## src/rtl/i2s_pkg.sv

```systemverilog
// Shared types and helpers for the I2S word-select tracking logic.
package i2s_pkg;

    localparam int I2S_DS_W  = 5;
    localparam int I2S_WN_W  = 4;
    localparam int I2S_LEN_W = 10;

    typedef enum logic [1:0] {
        WS_IDLE,
        WS_SEEK,
        WS_MEAS,
        WS_LOCKED
    } ws_sync_state_e;

    // Expected half-frame length in sck cycles: (bits per slot) * (slots per half-frame).
    // The largest product is 32 * 16 = 512, which fits the length width.
    function automatic logic [I2S_LEN_W-1:0] half_frame_len(
        input logic [I2S_DS_W-1:0] data_size,
        input logic [I2S_WN_W-1:0] word_num
    );
        logic [I2S_LEN_W-1:0] bits_per_slot;
        logic [I2S_LEN_W-1:0] slots_per_half;
        bits_per_slot  = I2S_LEN_W'(data_size) + 10'd1;
        slots_per_half = I2S_LEN_W'(word_num) + 10'd1;
        return bits_per_slot * slots_per_half;
    endfunction

endpackage

```

## src/rtl/i2s_ws_sync.sv

```systemverilog
// Slave-side I2S word-select tracker (external sck mode).
// Follows the incoming WS, regenerates bit/slot position, checks the half-frame
// length against the configured slot geometry and reports lock/error status.
// Optional macro I2S_WS_SYNC_ERR_CNT_EN adds a saturating error counter on err_cnt_o;
// without it err_cnt_o is tied to zero.
//
// state     | meaning
// ----------+-------------------------------------------------------------
// WS_IDLE   | disabled / just enabled; counters held at zero
// WS_SEEK   | waiting for the first WS edge to use as a length reference
// WS_MEAS   | measuring half-frames, counting consecutive good lengths
// WS_LOCKED | WS period matches cfg; lock_o high
module i2s_ws_sync
    import i2s_pkg::*;
#(
    parameter int LOCK_FRAMES = 2,
    parameter int ERR_CNT_W   = 8
) (
    input  logic                  sck_i,
    input  logic                  rstn_i,
    input  logic                  cfg_en_i,
    input  logic [4:0]            cfg_data_size_i,
    input  logic [3:0]            cfg_word_num_i,
    input  logic                  ws_i,
    output logic                  ws_o,
    output logic [4:0]            bit_o,
    output logic [3:0]            slot_o,
    output logic                  frame_start_o,
    output logic                  lock_o,
    output logic                  err_o,
    output logic [ERR_CNT_W-1:0]  err_cnt_o
);

    localparam logic [I2S_LEN_W-1:0] LEN_MAX = '1;

    ws_sync_state_e        state_q, state_d;
    logic                  ws_q, ws_d;
    logic [I2S_LEN_W-1:0]  len_q, len_d;
    logic [I2S_DS_W-1:0]   bit_q, bit_d;
    logic [I2S_WN_W-1:0]   slot_q, slot_d;
    logic [2:0]            good_q, good_d;
    logic                  frame_start_q, frame_start_d;
    logic                  lock_q, lock_d;
    logic                  err_q, err_d;

    logic [I2S_LEN_W-1:0]  exp_len;
    logic                  ws_edge;
    logic                  len_match;
    logic [3:0]            good_inc;
    logic                  lock_hit;

    // Length check and edge detect are shared by every state.
    always_comb begin
        exp_len   = half_frame_len(cfg_data_size_i, cfg_word_num_i);
        ws_edge   = cfg_en_i & (ws_i != ws_q);
        len_match = (len_q == exp_len);
        good_inc  = {1'b0, good_q} + 4'd1;
        lock_hit  = (good_inc == 4'(LOCK_FRAMES));
    end

    // Next-state logic: WS tracking, position counters and lock FSM.
    always_comb begin
        state_d       = state_q;
        good_d        = good_q;
        err_d         = 1'b0;
        ws_d          = ws_i;
        frame_start_d = ws_edge & ~ws_i;
        bit_d         = bit_q;
        slot_d        = slot_q;

        if (ws_edge) begin
            len_d = 10'd1;
        end else if (len_q == LEN_MAX) begin
            len_d = len_q;
        end else begin
            len_d = len_q + 10'd1;
        end

        if ((state_q == WS_IDLE) || ws_edge) begin
            bit_d  = '0;
            slot_d = '0;
        end else if (bit_q == cfg_data_size_i) begin
            bit_d  = '0;
            slot_d = (slot_q == cfg_word_num_i) ? '0 : slot_q + 4'd1;
        end else begin
            bit_d  = bit_q + 5'd1;
        end

        // Edge has priority: an overrun is only a length match without an edge.
        case (state_q)
            WS_IDLE: begin
                state_d = WS_SEEK;
            end
            WS_SEEK: begin
                if (ws_edge) begin
                    state_d = WS_MEAS;
                    good_d  = '0;
                end
            end
            WS_MEAS: begin
                if (ws_edge) begin
                    if (len_match) begin
                        good_d = good_inc[2:0];
                        if (lock_hit) begin
                            state_d = WS_LOCKED;
                        end
                    end else begin
                        err_d  = 1'b1;
                        good_d = '0;
                    end
                end else if (len_match) begin
                    err_d   = 1'b1;
                    state_d = WS_SEEK;
                end
            end
            WS_LOCKED: begin
                if (ws_edge) begin
                    if (!len_match) begin
                        err_d   = 1'b1;
                        good_d  = '0;
                        state_d = WS_MEAS;
                    end
                end else if (len_match) begin
                    err_d   = 1'b1;
                    state_d = WS_SEEK;
                end
            end
            default: begin
                state_d = WS_IDLE;
            end
        endcase

        lock_d = (state_d == WS_LOCKED);

        // Disable behaves like a synchronous reset of the whole tracker.
        if (!cfg_en_i) begin
            state_d       = WS_IDLE;
            good_d        = '0;
            err_d         = 1'b0;
            ws_d          = 1'b0;
            len_d         = '0;
            bit_d         = '0;
            slot_d        = '0;
            frame_start_d = 1'b0;
            lock_d        = 1'b0;
        end
    end

    // State and output registers.
    always_ff @(posedge sck_i or negedge rstn_i) begin
        if (!rstn_i) begin
            state_q       <= WS_IDLE;
            good_q        <= '0;
            ws_q          <= 1'b0;
            len_q         <= '0;
            bit_q         <= '0;
            slot_q        <= '0;
            frame_start_q <= 1'b0;
            lock_q        <= 1'b0;
            err_q         <= 1'b0;
        end else begin
            state_q       <= state_d;
            good_q        <= good_d;
            ws_q          <= ws_d;
            len_q         <= len_d;
            bit_q         <= bit_d;
            slot_q        <= slot_d;
            frame_start_q <= frame_start_d;
            lock_q        <= lock_d;
            err_q         <= err_d;
        end
    end

`ifdef I2S_WS_SYNC_ERR_CNT_EN
    logic [ERR_CNT_W-1:0] err_cnt_q, err_cnt_d;

    // Saturating count of error pulses, cleared by reset or disable.
    always_comb begin
        err_cnt_d = err_cnt_q;
        if (!cfg_en_i) begin
            err_cnt_d = '0;
        end else if (err_d && (err_cnt_q != '1)) begin
            err_cnt_d = err_cnt_q + ERR_CNT_W'(1);
        end
    end

    // Error counter register.
    always_ff @(posedge sck_i or negedge rstn_i) begin
        if (!rstn_i) begin
            err_cnt_q <= '0;
        end else begin
            err_cnt_q <= err_cnt_d;
        end
    end

    assign err_cnt_o = err_cnt_q;
`else
    assign err_cnt_o = '0;
`endif

    assign ws_o          = ws_q;
    assign bit_o         = bit_q;
    assign slot_o        = slot_q;
    assign frame_start_o = frame_start_q;
    assign lock_o        = lock_q;
    assign err_o         = err_q;

endmodule

```

## config.mk

```make
export PLATFORM = sky130hd
export DESIGN_NAME = i2s_ws_sync
export DESIGN_NICKNAME = d
export VERILOG_FILES = /design/src/rtl/i2s_pkg.sv /design/src/rtl/i2s_ws_sync.sv
export SDC_FILE = /design/constraint.sdc
export NUM_CORES = 1
export LEC_CHECK = 0
export CELL_PAD_IN_SITES_DETAIL_PLACEMENT = 1
export CELL_PAD_IN_SITES_GLOBAL_PLACEMENT = 2
export CORE_MARGIN = 2
export CORE_UTILIZATION = 37
export CTS_CLUSTER_DIAMETER = 50
export CTS_CLUSTER_SIZE = 12
export DETAILED_ROUTE_END_ITERATION = 10
export PLACE_DENSITY = 0.82
export SYNTH_ARGS = -nofsm -noshare
export SYNTH_HDL_FRONTEND = slang
export SYNTH_SLANG_ARGS = --single-unit
```

## constraint.sdc

```tcl
create_clock -name sck_i -period 2.92 [get_ports sck_i]
set_input_delay 0.292 -clock sck_i [delete_from_list [all_inputs] [get_ports sck_i]]
set_output_delay 0.292 -clock sck_i [all_outputs]
set_load 0.05 [all_outputs]
```

==> results.toml <==
[run_status]
outcome = "finished with violations"
violations = "setup timing"

[synth]
synth_adder_area_share = 0.194
yosysTopAreaCell = "dfrtp_1"
async_flop_share = 1.00
synth.area.top_cells = "dfrtp_1, ha_1, xor2_1"
synth_cells = 308
synth_compound_area_frac = 0.119
synth_area_um2 = 2740
synth.cells.most_frequent = "nor2_1, dfrtp_1, xor2_1"
synth_top_family_by_area = "simple AND/OR/NAND/NOR gates"
synth_mux_area_frac = 0.00776
synth-xor-area-share = 0.146
ys_seq_area_frac = 0.255
synth-seq-cells = 28
yosysMostFrequentCell = "nor2_1"
synth_enable_flop_cells = 0
yosys_warnings = 0
synth_ff_type = "dfrtp_1"
synth_top_area_share = 0.255
avgSynthCellArea_um2 = 8.90
ys_types = 50
synth-simple-area-share = 0.221

[sta]
setup_viol = 7
hold_violations = 0
rsz0062_at_grt = "yes"
min_period_ns = 3.98
relSlewSlack = 0.642
maxSlewViolCount = 0
tightestPinTransition_ns = 0.535
period_share = 1.36
clock.fmax_mhz = 251
hold_ws_ns = 0.391
clock_skew_ns = 0.00251
finalWorstSetupSlack_ns = -1.06
setup_tns_ns = -6.91

[route]
vias = 2521
viasPerCell = 5.22
wl_met3_um = 214
routed_wl_mm = 8.19
met2_length_mm = 4.56
drt-met1-wl_mm = 3.36
post_drt_wl_per_cell_um = 16.9
dr.first_iter.drc_count = 49
first_pass_iters = 4
drc = 0
postRouteAntennaNets = 0
top_layer_used = "met4"

[placed_design]
pre_cts_ws_ns = -1.98
dp.cells = 468
place.gp.congestion = 0.824
portBuffers = 25
dp_hpwl_mm = 6.17

[setup_path]
critPathKind = "input port to flip-flop"
critical_path.startpoint_type = "input port"
cp_slowest_cell = "fa_1"
slowest_delay_ns = 0.53
path_max_fanout = 4
end_kind = "flip-flop"
r2r_slack_ns = 0.78
critical_path_required_ns = 3.11
cp_data_arrival_time_ns = 4.18
crit_chain = "buf_6, ha_4, and3_4, nand2_2, fa_1, inv_1, fa_1, fa_1, ha_4, xor2_4, xnor2_2, buf_4, buf_4, nor4_4, buf_4, nand3_4, o311ai_2"

[global_routing]
antenna_found_initial = 0
overflow = 0
grt_pass1_wl_mm = 13.8
grt_pass1_vias = 2742
grt_start_max_net_pins = 29
grt_usage = 0.208

[clocking]
cts_hold_buf = 0
insertion_delay_ns = 0.28
cts-root-buf = "clkbuf_8"
cts_buffers = 3
path_clk_slew_ns = 0.10
cts.path.max_buffers = 2
cts_sinks = 28
cts-htree-levels = 1
cts_tree = "yes"

[pwr]
clkPwrFrac = 0.190
switching_share = 0.385
peakVddDrop_mv = 0.239
power_density_nw_per_um2 = 428
intPower_mw = 1.04
sequentialPowerShare = 0.246
p_switching_mw = 0.650
combPwrFrac = 0.565
p_leak_nw = 1.76

[floorplan]
die_w_um = 90.1
dieArea_um2 = 8120
initial_core_util = 0.380
rows = 31
io_pins = 34
core_area_um2 = 7210
dieHeight_um = 90.1

[layout]
nNetsFinal = 434
drive_gt1_frac = 0.315
syn_to_final_growth_pct = 43.8
finalCoreUtilization = 0.547
final_cells = 483
n_fill_cell = 828
diodes = 0

[job]
max_cap_viol_count = 0

[worst_hold_path]
min_path_type = "input port to async pin"
==> kinds of logic after synthesis <==
group | Yosys count
flip-flops | 28
AO/OA/AOI/OAI | 48
XOR/XNOR | 45
AND/OR/NAND/NOR | 117
multiplexers | 2
adder cells (fa/ha/maj) | 36
buffers and inverters | 31
other | 1
==> state kept, by name (all words and copies together) (netlist names) <==
signal	flops
err_o	1
frame_start_o	1
ws_o	1
len_q	10
lock_o	1
state_q	2
good_q	3
slot_o	4
bit_o	5
==> layout by cell type (no fill, tap or decap), types with 11 or more instances in the layout <==
cell type        count
xnor2_1             11
buf_4               52
ha_1                19
inv_1               11
nor2_1              30
dfrtp_1             28
nand3_1             13
xor2_1              23
clkdlybuf4s50_1     16
==> final cells by class <==
type / instances / area, µm² / share of cell area
multi-input cells: 256 / 2280 / 0.578
clock buffers: 3 / 41.3 / 0.0105
repair buffers: 84 / 723 / 0.183
well taps: 99 / 124 / 0.0314
flip-flops and latches: 28 / 701 / 0.178
clock inverters: 1 / 30.0 / 0.00761
inverters: 12 / 45.0 / 0.0114
==> power by group through the flow <==
stage	registers (mW)	clock network [mW]	logic, mW
floorplan	0.423	0	0.520
CTS	0.414	0.332	0.918
detailed placement	0.422	0	0.799
finish	0.415	0.321	0.954
global route	0.417	0.345	1.04
global placement	0.422	0	0.764
==> critical path: cells and delay by family <==
| family | cells | cell delay (ns) |
|---|---|---|
| AO/OA/AOI/OAI | 1 | 0.29 |
| XOR/XNOR | 2 | 0.27 |
| adder cells (fa/ha/maj) | 5 | 2.06 |
| buffers and inverters | 5 | 0.59 |
| AND/OR/NAND/NOR | 4 | 0.66 |
==> per-layer routing <==
layer / track usage / vias to the layer above
met2: 0.389 / 34
met1: 0.258 / 1268
met5: 0 / -
met4: 0.0269 / 0
li1: - / 1212
met3: 0.0310 / 7
==> path summary, 6_finish.rpt <==
kind / to / cells past startpoint / from
setup / recovery: lock_o / 17 / cfg_word_num_i[0]
hold / removal: slot_o[3] / 2 / rstn_i
setup reg to reg: good_q[2] / 6 / len_q[1]
hold reg to reg: len_q[6] / 1 / len_q[6]
max in group asynchronous: len_q[7] / 2 / rstn_i
min in group sck_i: len_q[6] / 1 / len_q[6]
==> timing repair <==
item | CTS | global route
pin swaps | 41 | 25
gates resized for setup | 75 | 12
hold endpoints to repair | 0 | 0
setup endpoints to repair | 7 | 7
buffers inserted | 11 | 1
==> stage by stage <==
| step | cell area [µm²] | total power [mW] |
|---|---|---|
| after global placement | 3560 | 1.19 |
| final | 3940 | 1.69 |
| after detailed placement | 3560 | 1.22 |
| after global routing | 3940 | 1.80 |
| after CTS | 3870 | 1.66 |
| after floorplan | 2980 | 0.943 |
(Power assumes the default switching activity.)
